File: config.mk
export PLATFORM = sky130hd
export DESIGN_NAME = adder_arbiter_flat
export DESIGN_NICKNAME = d
export VERILOG_FILES = /design/src/rtl/adder_arbiter_if.sv /design/src/rtl/adder_arbiter.sv /design/src/flat_wrapper.sv
export SDC_FILE = /design/constraint.sdc
export NUM_CORES = 1
export LEC_CHECK = 0
export CAP_MARGIN = 20
export CELL_PAD_IN_SITES_DETAIL_PLACEMENT = 1
export CELL_PAD_IN_SITES_GLOBAL_PLACEMENT = 2
export CORE_ASPECT_RATIO = 1.2
export CORE_UTILIZATION = 22
export DETAILED_ROUTE_END_ITERATION = 10
export GPL_ROUTABILITY_DRIVEN = 0
export PLACE_DENSITY_LB_ADDON = 0.1
export SLEW_MARGIN = 20
export SYNTH_ARGS = -nofsm -noshare
export SYNTH_HDL_FRONTEND = slang
export SYNTH_SLANG_ARGS = --single-unit
File: constraint.sdc
create_clock -name clk -period 4.35 [get_ports clk]
set_input_delay 0.87 -clock clk [delete_from_list [all_inputs] [get_ports clk]]
set_output_delay 0.87 -clock clk [all_outputs]
set_load 0.03 [all_outputs]
File: src/rtl/adder_arbiter_if.sv
// Requester-side bundle of the shared-adder arbiter: request levels, flattened
// operands, grant/done handshake and the returned sum/carry.
interface adder_arbiter_if #(
  parameter int unsigned NREQ  = 3,
  parameter int unsigned WIDTH = 32
);
  logic [NREQ-1:0]       req;
  logic [NREQ*WIDTH-1:0] op_a;
  logic [NREQ*WIDTH-1:0] op_b;
  logic [NREQ-1:0]       gnt;
  logic [NREQ-1:0]       done;
  logic [WIDTH-1:0]      result;
  logic                  carry;
  logic                  busy;

  modport master (
    output req, op_a, op_b,
    input  gnt, done, result, carry, busy
  );

  modport slave (
    input  req, op_a, op_b,
    output gnt, done, result, carry, busy
  );
endinterface

File: src/rtl/adder_arbiter.sv
// Round-robin arbiter sharing one combinational adder among NREQ requesters.
// Optional macro ADDER_ARB_PRIO0_EN gives requester 0 absolute priority.
module adder_arbiter #(
  parameter int unsigned NREQ  = 3,
  parameter int unsigned WIDTH = 32
) (
  input  logic              clk,
  input  logic              reset,
  adder_arbiter_if.slave    bus,
  output logic [WIDTH-1:0]  adder_in1,
  output logic [WIDTH-1:0]  adder_in2,
  input  logic [WIDTH-1:0]  adder_out,
  input  logic              adder_carry
);

  localparam int unsigned IDX_W = $clog2(NREQ);

  typedef logic [IDX_W-1:0] idx_t;
  typedef enum logic [1:0] {
    IDLE = 2'd0,
    EXEC = 2'd1,
    DONE = 2'd2
  } state_t;

  state_t            state;
  state_t            state_next;
  idx_t              rr_ptr;
  idx_t              rr_ptr_d;
  idx_t              cur_idx;
  idx_t              cur_idx_d;
  idx_t              win_idx;
  idx_t              rr_wrap;
  logic              win_found;
  int unsigned       scan_idx;
  logic [NREQ-1:0]   gnt_q;
  logic [NREQ-1:0]   gnt_d;
  logic [NREQ-1:0]   done_q;
  logic [NREQ-1:0]   done_d;
  logic [WIDTH-1:0]  result_q;
  logic [WIDTH-1:0]  result_d;
  logic [WIDTH-1:0]  in1_q;
  logic [WIDTH-1:0]  in1_d;
  logic [WIDTH-1:0]  in2_q;
  logic [WIDTH-1:0]  in2_d;
  logic              carry_q;
  logic              carry_d;
  logic              busy_q;
  logic [WIDTH-1:0]  op_a_arr [NREQ];
  logic [WIDTH-1:0]  op_b_arr [NREQ];

  for (genvar i = 0; i < NREQ; i++) begin : g_unpack
    assign op_a_arr[i] = bus.op_a[i*WIDTH +: WIDTH];
    assign op_b_arr[i] = bus.op_b[i*WIDTH +: WIDTH];
  end

  // Winner: first set request at or above rr_ptr, wrapping around.
  always_comb begin
    win_found = 1'b0;
    win_idx   = '0;
    scan_idx  = 0;
    for (int unsigned k = 0; k < NREQ; k++) begin
      scan_idx = (32'(rr_ptr) + k) % NREQ;
      if (!win_found && bus.req[idx_t'(scan_idx)]) begin
        win_found = 1'b1;
        win_idx   = idx_t'(scan_idx);
      end
    end
`ifdef ADDER_ARB_PRIO0_EN
    if (bus.req[0]) begin
      win_found = 1'b1;
      win_idx   = '0;
    end
`endif
  end

  always_comb begin
    rr_wrap = (32'(cur_idx) == NREQ - 1) ? '0 : cur_idx + idx_t'(1);
  end

  // State register.
  always_ff @(posedge clk) begin
    if (!reset) begin
      state <= IDLE;
    end else begin
      state <= state_next;
    end
  end

  // Next-state logic.
  always_comb begin
    state_next = state;
    case (state)
      IDLE:    if (win_found) state_next = EXEC;
      EXEC:    state_next = DONE;
      DONE:    state_next = IDLE;
      default: state_next = IDLE;
    endcase
  end

  // Output/datapath next values; operands are frozen at grant.
  always_comb begin
    gnt_d     = gnt_q;
    done_d    = '0;
    result_d  = result_q;
    carry_d   = carry_q;
    in1_d     = in1_q;
    in2_d     = in2_q;
    cur_idx_d = cur_idx;
    rr_ptr_d  = rr_ptr;
    case (state)
      IDLE: begin
        if (win_found) begin
          gnt_d     = NREQ'(1) << win_idx;
          in1_d     = op_a_arr[win_idx];
          in2_d     = op_b_arr[win_idx];
          cur_idx_d = win_idx;
        end
      end
      EXEC: begin
        result_d = adder_out;
        carry_d  = adder_carry;
        done_d   = gnt_q;
      end
      DONE: begin
        gnt_d = '0;
`ifdef ADDER_ARB_PRIO0_EN
        if (cur_idx != '0) rr_ptr_d = rr_wrap;
`else
        rr_ptr_d = rr_wrap;
`endif
      end
      default: gnt_d = '0;
    endcase
  end

  always_ff @(posedge clk) begin
    if (!reset) begin
      gnt_q    <= '0;
      done_q   <= '0;
      result_q <= '0;
      carry_q  <= 1'b0;
      in1_q    <= '0;
      in2_q    <= '0;
      cur_idx  <= '0;
      rr_ptr   <= '0;
      busy_q   <= 1'b0;
    end else begin
      gnt_q    <= gnt_d;
      done_q   <= done_d;
      result_q <= result_d;
      carry_q  <= carry_d;
      in1_q    <= in1_d;
      in2_q    <= in2_d;
      cur_idx  <= cur_idx_d;
      rr_ptr   <= rr_ptr_d;
      busy_q   <= (state_next != IDLE);
    end
  end

  assign bus.gnt    = gnt_q;
  assign bus.done   = done_q;
  assign bus.result = result_q;
  assign bus.carry  = carry_q;
  assign bus.busy   = busy_q;
  assign adder_in1  = in1_q;
  assign adder_in2  = in2_q;

  // Grant is one-hot and done only ever marks the granted requester.
  a_gnt_onehot: assert property (@(posedge clk) disable iff (!reset) $onehot0(gnt_q));
  a_done_in_gnt: assert property (@(posedge clk) disable iff (!reset) (done_q & ~gnt_q) == '0);

endmodule

File: src/flat_wrapper.sv
// flat-port wrapper written by rule: the top's interface ports become plain ports
module adder_arbiter_flat 
#(
  parameter int unsigned NREQ  = 3,
  parameter int unsigned WIDTH = 32
)
  (clk, reset, adder_in1, adder_in2, adder_out, adder_carry, bus_req, bus_op_a, bus_op_b, bus_gnt, bus_done, bus_result, bus_carry, bus_busy);
  adder_arbiter_if #(.NREQ(NREQ), .WIDTH(WIDTH)) bus_i ();
  input  logic clk;
  input  logic reset;
  output logic [WIDTH-1:0] adder_in1;
  output logic [WIDTH-1:0] adder_in2;
  input  logic [WIDTH-1:0] adder_out;
  input  logic adder_carry;
  input wire logic [$bits(bus_i.req)-1:0] bus_req;
  input wire logic [$bits(bus_i.op_a)-1:0] bus_op_a;
  input wire logic [$bits(bus_i.op_b)-1:0] bus_op_b;
  output wire logic [$bits(bus_i.gnt)-1:0] bus_gnt;
  output wire logic [$bits(bus_i.done)-1:0] bus_done;
  output wire logic [$bits(bus_i.result)-1:0] bus_result;
  output wire logic [$bits(bus_i.carry)-1:0] bus_carry;
  output wire logic [$bits(bus_i.busy)-1:0] bus_busy;
  assign bus_i.req = bus_req;
  assign bus_i.op_a = bus_op_a;
  assign bus_i.op_b = bus_op_b;
  assign bus_gnt = bus_i.gnt;
  assign bus_done = bus_i.done;
  assign bus_result = bus_i.result;
  assign bus_carry = bus_i.carry;
  assign bus_busy = bus_i.busy;
  adder_arbiter #(.NREQ(NREQ), .WIDTH(WIDTH)) u_core (.clk(clk), .reset(reset), .bus(bus_i), .adder_in1(adder_in1), .adder_in2(adder_in2), .adder_out(adder_out), .adder_carry(adder_carry));
endmodule
Word level (Yosys, flattened, before mapping)

Index checks and enable logic that the tools add are counted.

Register bits: 110
Bits in latches: 0
RAM bits: 0
ROM bits: 0
Input port bits: 230
Logic and storage cells: 59
Memories: 0

Add/sub/neg operators: 3
$mul: 0
Divide/modulo/power cells: 3
Magnitude comparators: 4
Equal/unequal tests: 4
Shift-type cells: 1
Multiplexer cells: 23
Bitwise gates (word level): 2
Reduce and logical (&&, ||, !) cells: 9

Operator list:

| kind                                                                         | count |
|---|---|
| 32-bit binary-select mux with 2-bit select                                   | 2 |
| 32-bit 2-to-1 mux                                                            | 4 |
| 32-bit by 2-bit modulo with 32-bit output, second input constant             | 2 |
| 2-bit by 2-bit modulo with 32-bit output, second input constant              | 1 |
| 2-bit 2-to-1 mux                                                             | 5 |
| 2-bit by 3-bit less-than comparator with 1-bit output, second input constant | 3 |
| 1-bit binary-select mux with 2-bit select                                    | 3 |
| 1-bit 2-to-1 mux                                                             | 6 |
| 3-bit case mux with 2 select lines                                           | 1 |
| 2-bit AND reduction                                                          | 3 |
| 2-bit equality test, second input constant                                   | 2 |
| 2-bit case mux with 2 select lines                                           | 1 |
| 2-bit by 1-bit adder with 3-bit output, second input constant                | 1 |
| 2-bit by 2-bit adder with 3-bit output, second input constant                | 1 |
| 3-bit >= comparator, second input constant                                   | 1 |
| 3-bit 2-to-1 mux                                                             | 1 |
| 2-bit inverter with 3-bit output                                             | 1 |
| 1-bit by 2-bit << shifter with 3-bit output, first input constant            | 1 |
| 2-bit by 1-bit adder with 2-bit output, second input constant                | 1 |
| 2-bit by 1-bit equality test with 1-bit output, second input constant        | 1 |
| 1-bit logical AND                                                            | 2 |
| 1-bit zero test                                                              | 2 |
| 2-bit zero test                                                              | 1 |
| 2-bit by 1-bit != test with 1-bit output, second input constant              | 1 |
| other kinds (2)                                                              | 2 |

Depth between registers and ports, before layout

Gate-level depths: netlist of run 1.

Depth in word-level cells: 14
Mapped depth: 9
Gate-level depth less buffers: 7

Worst setup path before layout of run 1

No wires, ideal clock.

Path kind: input port to flip-flop
Start: in bus_req[1]
End: reg u_core.gnt_q[2], in the netlist u_core.bus.gnt[2]
Arrival time: 2,370 ps
Data required time: 4,233 ps
Slack: 1,863 ps
Stages on the path: 6
Path through: mux2_1 a222oi_1 a21oi_1 clkbuf_1 buf_2 a22o_1

Word-level cells in the longest chain between the ends: 12
Elaborated cells on any way between the ends: 21

RTL lines:

| item                                        | RTL line             | RTL |
|---|---|---|
| from (decl)                                 | flat_wrapper.sv:15   | `input wire logic [$bits(bus_i.req)-1:0] bus_req;` |
| 1-bit binary-select mux with 2-bit select   | adder_arbiter.sv:63  | `if (!win_found && bus.req[idx_t'(scan_idx)]) begin` |
| 1-bit 2-to-1 mux (not written as such)      | adder_arbiter.sv:63  |  |
| 1-bit 2-to-1 mux                            | adder_arbiter.sv:63  |  |
| 1-bit zero test                             | adder_arbiter.sv:63  |  |
| 1-bit logical AND                           | adder_arbiter.sv:63  |  |
| 1-bit 2-to-1 mux                            | adder_arbiter.sv:63  |  |
| 1-bit zero test                             | adder_arbiter.sv:63  |  |
| 1-bit logical AND                           | adder_arbiter.sv:63  |  |
| 2-bit 2-to-1 mux                            | adder_arbiter.sv:63  |  |
| 1-bit by 2-bit << shifter with 3-bit output | adder_arbiter.sv:113 | `gnt_d = NREQ'(1) << win_idx;` |
| 3-bit 2-to-1 mux                            | adder_arbiter.sv:112 | `if (win_found) begin` |
| 3-bit case mux with 2 select lines          | adder_arbiter.sv:110 | `case (state)` |
| to (signal assigned)                        | adder_arbiter.sv:148 | `gnt_q <= gnt_d;` |
| to (decl)                                   | adder_arbiter.sv:35  | `logic [NREQ-1:0] gnt_q;` |

Several ways; a longest one is shown, not always the timed one. The select of a mux whose other input is x is not followed.
A chain may end at the register's enable or synchronous reset.

Final worst setup path of run 1

Start: in bus_req[1]
End: reg u_core.in2_q[14], in the netlist u_core.adder_in2[14]

Word-level cells in the longest chain between the ends: 13
Elaborated cells on any way between the ends: 21

RTL lines:

| item                                                   | RTL line             | RTL |
|---|---|---|
| 1-bit binary-select mux with 2-bit select              | adder_arbiter.sv:63  |  |
| 1-bit 2-to-1 mux (not written as such)                 | adder_arbiter.sv:63  |  |
| 1-bit 2-to-1 mux                                       | adder_arbiter.sv:63  |  |
| 1-bit zero test                                        | adder_arbiter.sv:63  |  |
| 1-bit logical AND                                      | adder_arbiter.sv:63  |  |
| 1-bit 2-to-1 mux                                       | adder_arbiter.sv:63  |  |
| 1-bit zero test                                        | adder_arbiter.sv:63  |  |
| 1-bit logical AND                                      | adder_arbiter.sv:63  |  |
| 2-bit 2-to-1 mux                                       | adder_arbiter.sv:63  |  |
| 2-bit inverter with 3-bit output (not written as such) | adder_arbiter.sv:115 | `in2_d = op_b_arr[win_idx];` |
| 32-bit binary-select mux with 2-bit select             | adder_arbiter.sv:115 |  |
| 32-bit 2-to-1 mux (not written as such) (2 in a row)   | adder_arbiter.sv:115 |  |
| to (signal assigned)                                   | adder_arbiter.sv:153 | `in2_q <= in2_d;` |
| to (decl)                                              | adder_arbiter.sv:43  | `logic [WIDTH-1:0] in2_q;` |

Several ways; a longest one is shown, not always the timed one. The select of a mux whose other input is x is not followed.

==> flow_summary.yaml, run 1 <==
power:
  leakage_nw: 3.17
  power_mw: 3.46
  ir_drop_mv: 0.170
  power_density_nw_per_um2: 353
critical_path:
  worstRegToRegCells: 8
  worstPathArrival_ns: 3.41
  end_kind: "flop"
  r2r_slack_ns: 1.36
  worstPathRequired_ns: 4.60
  crit_type: "input port to flop"
  critPathMaxFanout: 49
  cp-start-kind: "input port"
logic_synthesis:
  synth_cells: 666
  yosysSeqAreaShare: 0.375
  synth_cell_types: 37
  synth.avg_cell_area_sq_um: 8.81
  synth_fp_nets: 899
  syn-cell-area_sq_um: 5870
  ys_warn_count: 0
  ys_seq_elements: 110
die:
  placement_rows: 65
  dieArea_sq_um: 27300
  initial_core_util: 0.223
  io_pins: 334
  core_sq_um: 26300
  die_w_um: 151
  die_h_um: 181
global_route:
  antenna_found_initial: 1
  grt_usage: 0.197
  grt-ovfl-total: 0
  grt_pass1_wl_mm: 40.6
  grt_pass1_vias: 6878
  grt_max_degree: 66
final_layout:
  layout_common_cells: "333 x clkdlybuf4s50_1, 110 x dfxtp_1, 97 x a21boi_0"
  layout_commonest_cell: "clkdlybuf4s50_1"
  drive_above_1_share: 0.0450
  area_delta_synth_final_pct: 66.9
  finalNetCount: 1184
cts:
  cts_tree: "done"
  cts-root-buf: "clkbuf_16"
  clock_sinks: 110
  cts_buffer_depth: 2
  cts_setup_buffers: 0
  htree_levels: 3
  clk_pin_slew_ns: 0.08
  post_cts_resized: 0
  insertion_delay_ns: 0.36
  hold_buffers: 0
  cts_buffers: 9
placement:
  port_buffers: 333
  dpl.hpwl_mm: 18.3
min_path:
  whs_path_depth: 2
  hold_class: "flop to flop"
timing:
  period_needed_ns: 3.16
  setup_violations: 0
  setup-tns-final_ns: 0
  finalCritPeriodShare: 0.728
  drv_slew: 0
  final-hold-violation-count: 0
  slew_headroom: 0.465
  clock.fmax_ghz: 0.316
  rsz0062_at_grt: "false"
  fin_worst_skew_ns: 0.0126
  tightest_slew_ns: 0.802
routing:
  routedWlPerCell_um: 20.7
  drtPass1Iterations: 4
  routed_wirelength_mm: 26.8
  vias: 6417
  avgViaCountPerCell: 4.97
  antenna_violating_nets_post_route: 0
  first_iter_violations: 179
  drc: 0
status:
  status: "finished clean"
job:
  maxCapViolCount: 0
synthesized netlist by cell type, drive strengths merged:
master / number / area share
a2111oi: 64 / 0.096
a21boi: 98 / 0.13
a21oi: 5 / 0.0043
a222oi: 1 / 0.0017
a22o: 4 / 0.0060
a32o: 1 / 0.0017
and2: 1 / 0.0011
and3: 3 / 0.0032
and4: 1 / 0.0015
buf: 18 / 0.024
clkbuf: 57 / 0.036
dfxtp: 110 / 0.38
ha: 3 / 0.0064
inv: 7 / 0.0045
mux2: 2 / 0.0038
mux2i: 1 / 0.0017
nand2: 70 / 0.045
nand3b: 1 / 0.0013
nor2: 7 / 0.0045
nor2b: 4 / 0.0043
nor3b: 66 / 0.084
nor4b: 1 / 0.0015
o211a: 2 / 0.0034
o211ai: 1 / 0.0013
o21a: 2 / 0.0026
o21ai: 67 / 0.057
o22a: 1 / 0.0015
o22ai: 1 / 0.0011
o2bb2ai: 64 / 0.096
o31a: 1 / 0.0015
or2: 1 / 0.0011
or4: 1 / 0.0013
worst max-delay path, stage by stage:
cell and delay [ns]:
clkdlybuf4s50_1 0.51, mux2_1 0.36, a222oi_1 0.69, a21oi_4 0.31
buf_4 0.38, o21ai_0 0.16, o2bb2ai_1 0.09
stage by stage:
stage | instances | hold WS [ns] | utilization | worst slack, ns | area (sq um)
final | 1292 | 0.464 | 0.373 | 1.19 | 9790
after global routing | 1292 | 0.487 | 0.373 | 0.966 | 9790
after CTS | 1291 | 0.471 | 0.373 | 1.19 | 9790
after detailed placement | 1275 | 0.445 | 0.361 | 0.800 | 9480
after global placement | 1275 | 0.445 | 0.361 | 0.784 | 9480
after floorplan | 666 | 0.482 | - | 1.86 | 5870
routing by layer:
metal  track usage  routed length [um]  share of wire  vias to the layer above
li1              -                   -              -                     3112
met2         0.353               13400           0.50                      197
met3        0.0571                1870          0.070                       22
met5             0                   0              0                        -
met1         0.222               11100           0.41                     3086
met4        0.0524                 442          0.016                        0
kinds of logic (layout without fill, tap and decap cells):
| kind of cell | Yosys count | in the layout | synth area share |
|---|---|---|---|
| fa+ha+maj | 3 | 3 | 0.00640 |
| mux | 3 | 3 | 0.00555 |
| compound gates | 312 | 312 | 0.399 |
| other cells | 0 | 1 | 0 |
| simple gates | 156 | 156 | 0.149 |
| buf+inv | 82 | 372 | 0.0651 |
| flops | 110 | 110 | 0.375 |
power breakdown:
group          internal (mW)  switching [mW]
registers               1.15          0.0795
logic                  0.588           0.733
clock network          0.459           0.450
sequential cells by signal (all words and copies together), names as in the netlist:
register / cells
u_core.adder_in1: 32
u_core.adder_in2: 32
u_core.bus.result: 32
u_core.bus.done: 3
u_core.bus.gnt: 3
u_core.cur_idx: 2
u_core.rr_ptr: 2
u_core.state: 2
u_core.bus.busy: 1
u_core.bus.carry: 1
layout make-up:
cell class	instances	area, sq um
Tap cell	335	419
Timing Repair Buffer	349	3500
Clock buffer	9	225
Sequential cell	110	2200
Inverter	7	26.3
Fill cell	3045	16500
Antenna cell	1	2.50
Clock inverter	7	80.1
Multi-Input combinational cell	474	3330
final timing paths:
kind / startpoint / end
setup / recovery: bus_req[1] / u_core.adder_in2[14]
hold / removal: u_core.bus.result[24] / u_core.bus.result[24]
setup reg to reg: u_core.rr_ptr[0] / u_core.adder_in1[21]
hold reg to reg: u_core.bus.result[24] / u_core.bus.result[24]
Note: power is estimated with default switching activity, not from simulation.
==> run 2, diff against run 1 <==
- CORE_UTILIZATION: 22 -> 21
- clock period: 4.35 -> 3 ns (I/O delays scaled with it)
==> run 2 against run 1 <==
  * Register-to-register slack got worse by 1.2 ns
  * Wire length rose by 3.1%
  * Hold slack lost 0.00079 ns
  * Highest routed layer unchanged
  * Largest power group unchanged
  * Critical endpoint is now u_core.adder_in2[12]
==> flow_summary.yaml, run 2 (synthesized netlist as in run 1, its figures left out) <==
cts:
  post_cts_resized: 0
  cts_setup_buffers: 0
  clk_pin_slew_ns: 0.07
  hold_buffers: 0
  cts_tree: "done"
  cts-root-buf: "clkbuf_16"
  htree_levels: 3
  insertion_delay_ns: 0.36
  cts_buffers: 9
  cts_buffer_depth: 2
  clock_sinks: 110
final_layout:
  post-route-util: 0.371
  finalNetCount: 1207
  layout_common_cells: "333 x clkdlybuf4s50_1, 110 x dfxtp_1, 97 x a21boi_0"
  area_delta_synth_final_pct: 72.5
  fillers: 3149
  drive_above_1_share: 0.0725
  layout_commonest_cell: "clkdlybuf4s50_1"
job:
  maxCapViolCount: 0
routing:
  first_iter_violations: 209
  antenna_violating_nets_post_route: 0
  avgViaCountPerCell: 4.96
  routed_wirelength_mm: 27.6
  drc: 0
  routedWlPerCell_um: 20.9
  vias: 6562
  drtPass1Iterations: 4
critical_path:
  crit_slowest_cell: "or4_2"
  critPathMaxFanout: 31
  crit_type: "flop to flop"
  cp_cell_sequence: "inv_1, ha_1, inv_1, or4_2, o211a_2, buf_4, a2111oi_0, o2bb2ai_1"
  worstPathRequired_ns: 3.23
  worst-path-buf-inv: 3
  slowest_delay_ns: 0.73
  crit_path_frequent_cell: "inv_1"
  cp-start-kind: "flop"
  end_kind: "flop"
  worstPathArrival_ns: 3.12
  critical-path-top-delay-family: "compound AO/OA/AOI/OAI gates"
global_route:
  globalRouteMet1Util: 0.221
  grt_pass1_vias: 6978
  use_met3: 0.0543
  grt_busiest_layer: "met2"
  grt.met2_usage: 0.340
  grt_usage: 0.190
  grt_pass1_wl_mm: 41.8
  antenna_found_initial: 3
  grt-ovfl-total: 0
  grt_max_degree: 66
min_path:
  hold_class: "flop to flop"
timing:
  final-hold-violation-count: 0
  fin_worst_skew_ns: 0.0188
  period_needed_ns: 2.89
  finalCritPeriodShare: 0.963
  setup_violations: 0
  slew_headroom: 0.674
  tightest_slew_ns: 0.477
  drv_slew: 0
  whs_ns: 0.464
  clock.fmax_ghz: 0.346
  rsz0062_at_grt: "true"
placement:
  dpl.hpwl_mm: 19.1
  port_buffers: 333
die:
  dieArea_sq_um: 28600
  initial_core_util: 0.215
  die_h_um: 185
  placement_rows: 66
  core_sq_um: 27300
  io_pins: 334
  die_w_um: 155
power:
  leakage_nw: 3.33
  ir_drop_mv: 0.249
  power_density_nw_per_um2: 509
status:
  status: "finished clean"
## run 2: cell types whose count changed in the layout (fill, tap and decap cells not counted), sizes merged
cell,change
inv,-1
clkinvlp,-1
buf,+23
clkinv,+1
diode,+3
clkbuf,+1
## run 2: final timing paths
| path | start | end | slack, ns | cells past startpoint |
|---|---|---|---|---|
| worst max-delay path | u_core.rr_ptr[0] | u_core.adder_in2[12] | 0.11 | 8 |
| worst min-delay path | u_core.adder_in2[15] | u_core.adder_in2[15] | 0.46 | 1 |
| worst max register to register | u_core.rr_ptr[0] | u_core.adder_in2[12] | 0.11 | 8 |
| worst min register to register | u_core.adder_in2[15] | u_core.adder_in2[15] | 0.46 | 1 |
## run 2: area by class of cell
type | instances | area [sq um] | share of cell area
Antenna cell | 4 | 10.0 | 0.000989
Clock buffer | 10 | 239 | 0.0236
Clock inverter | 6 | 75.1 | 0.00742
Inverter | 7 | 26.3 | 0.00260
Multi-Input combinational cell | 474 | 3380 | 0.334
Sequential cell | 110 | 2200 | 0.218
Tap cell | 340 | 425 | 0.0420
Timing Repair Buffer | 372 | 3760 | 0.372
## run 2: report_power, final
| part | leakage, nW | internal, mW | switching [mW] |
|---|---|---|---|
| clock network | 0.157 | 0.689 | 0.645 |
| registers | 0.905 | 1.67 | 0.116 |
| logic | 2.27 | 0.935 | 1.09 |
## run 2: routing by layer
layer	vias up	share of wire	wire, um
met5	-	0	0
met4	0	0.010	285
met3	18	0.064	1780
met2	202	0.50	13900
met1	3176	0.42	11600
li1	3166	-	-
## run 2: stage by stage
step / worst slack, ns / instance area [sq um] / total power [mW] / std cells / TNS [ns]
after floorplan: 0.678 / 5870 / 2.79 / 666 / 0
after global routing: -0.0140 / 10100 / 5.44 / 1321 / -0.0315
after global placement: -0.0164 / 9750 / 3.85 / 1303 / -0.0164
after detailed placement: -0.0491 / 9750 / 3.85 / 1303 / -0.128
after CTS: 0.0838 / 10100 / 5.22 / 1319 / 0
final: 0.110 / 10100 / 5.15 / 1323 / 0
## run 2: worst register-to-register path, cell delays in order (launching register included)
cell	delay, ns
dfxtp_1	0.34
inv_1	0.08
ha_1	0.40
inv_1	0.10
or4_2	0.73
o211a_2	0.19
buf_4	0.26
a2111oi_0	0.58
o2bb2ai_1	0.10
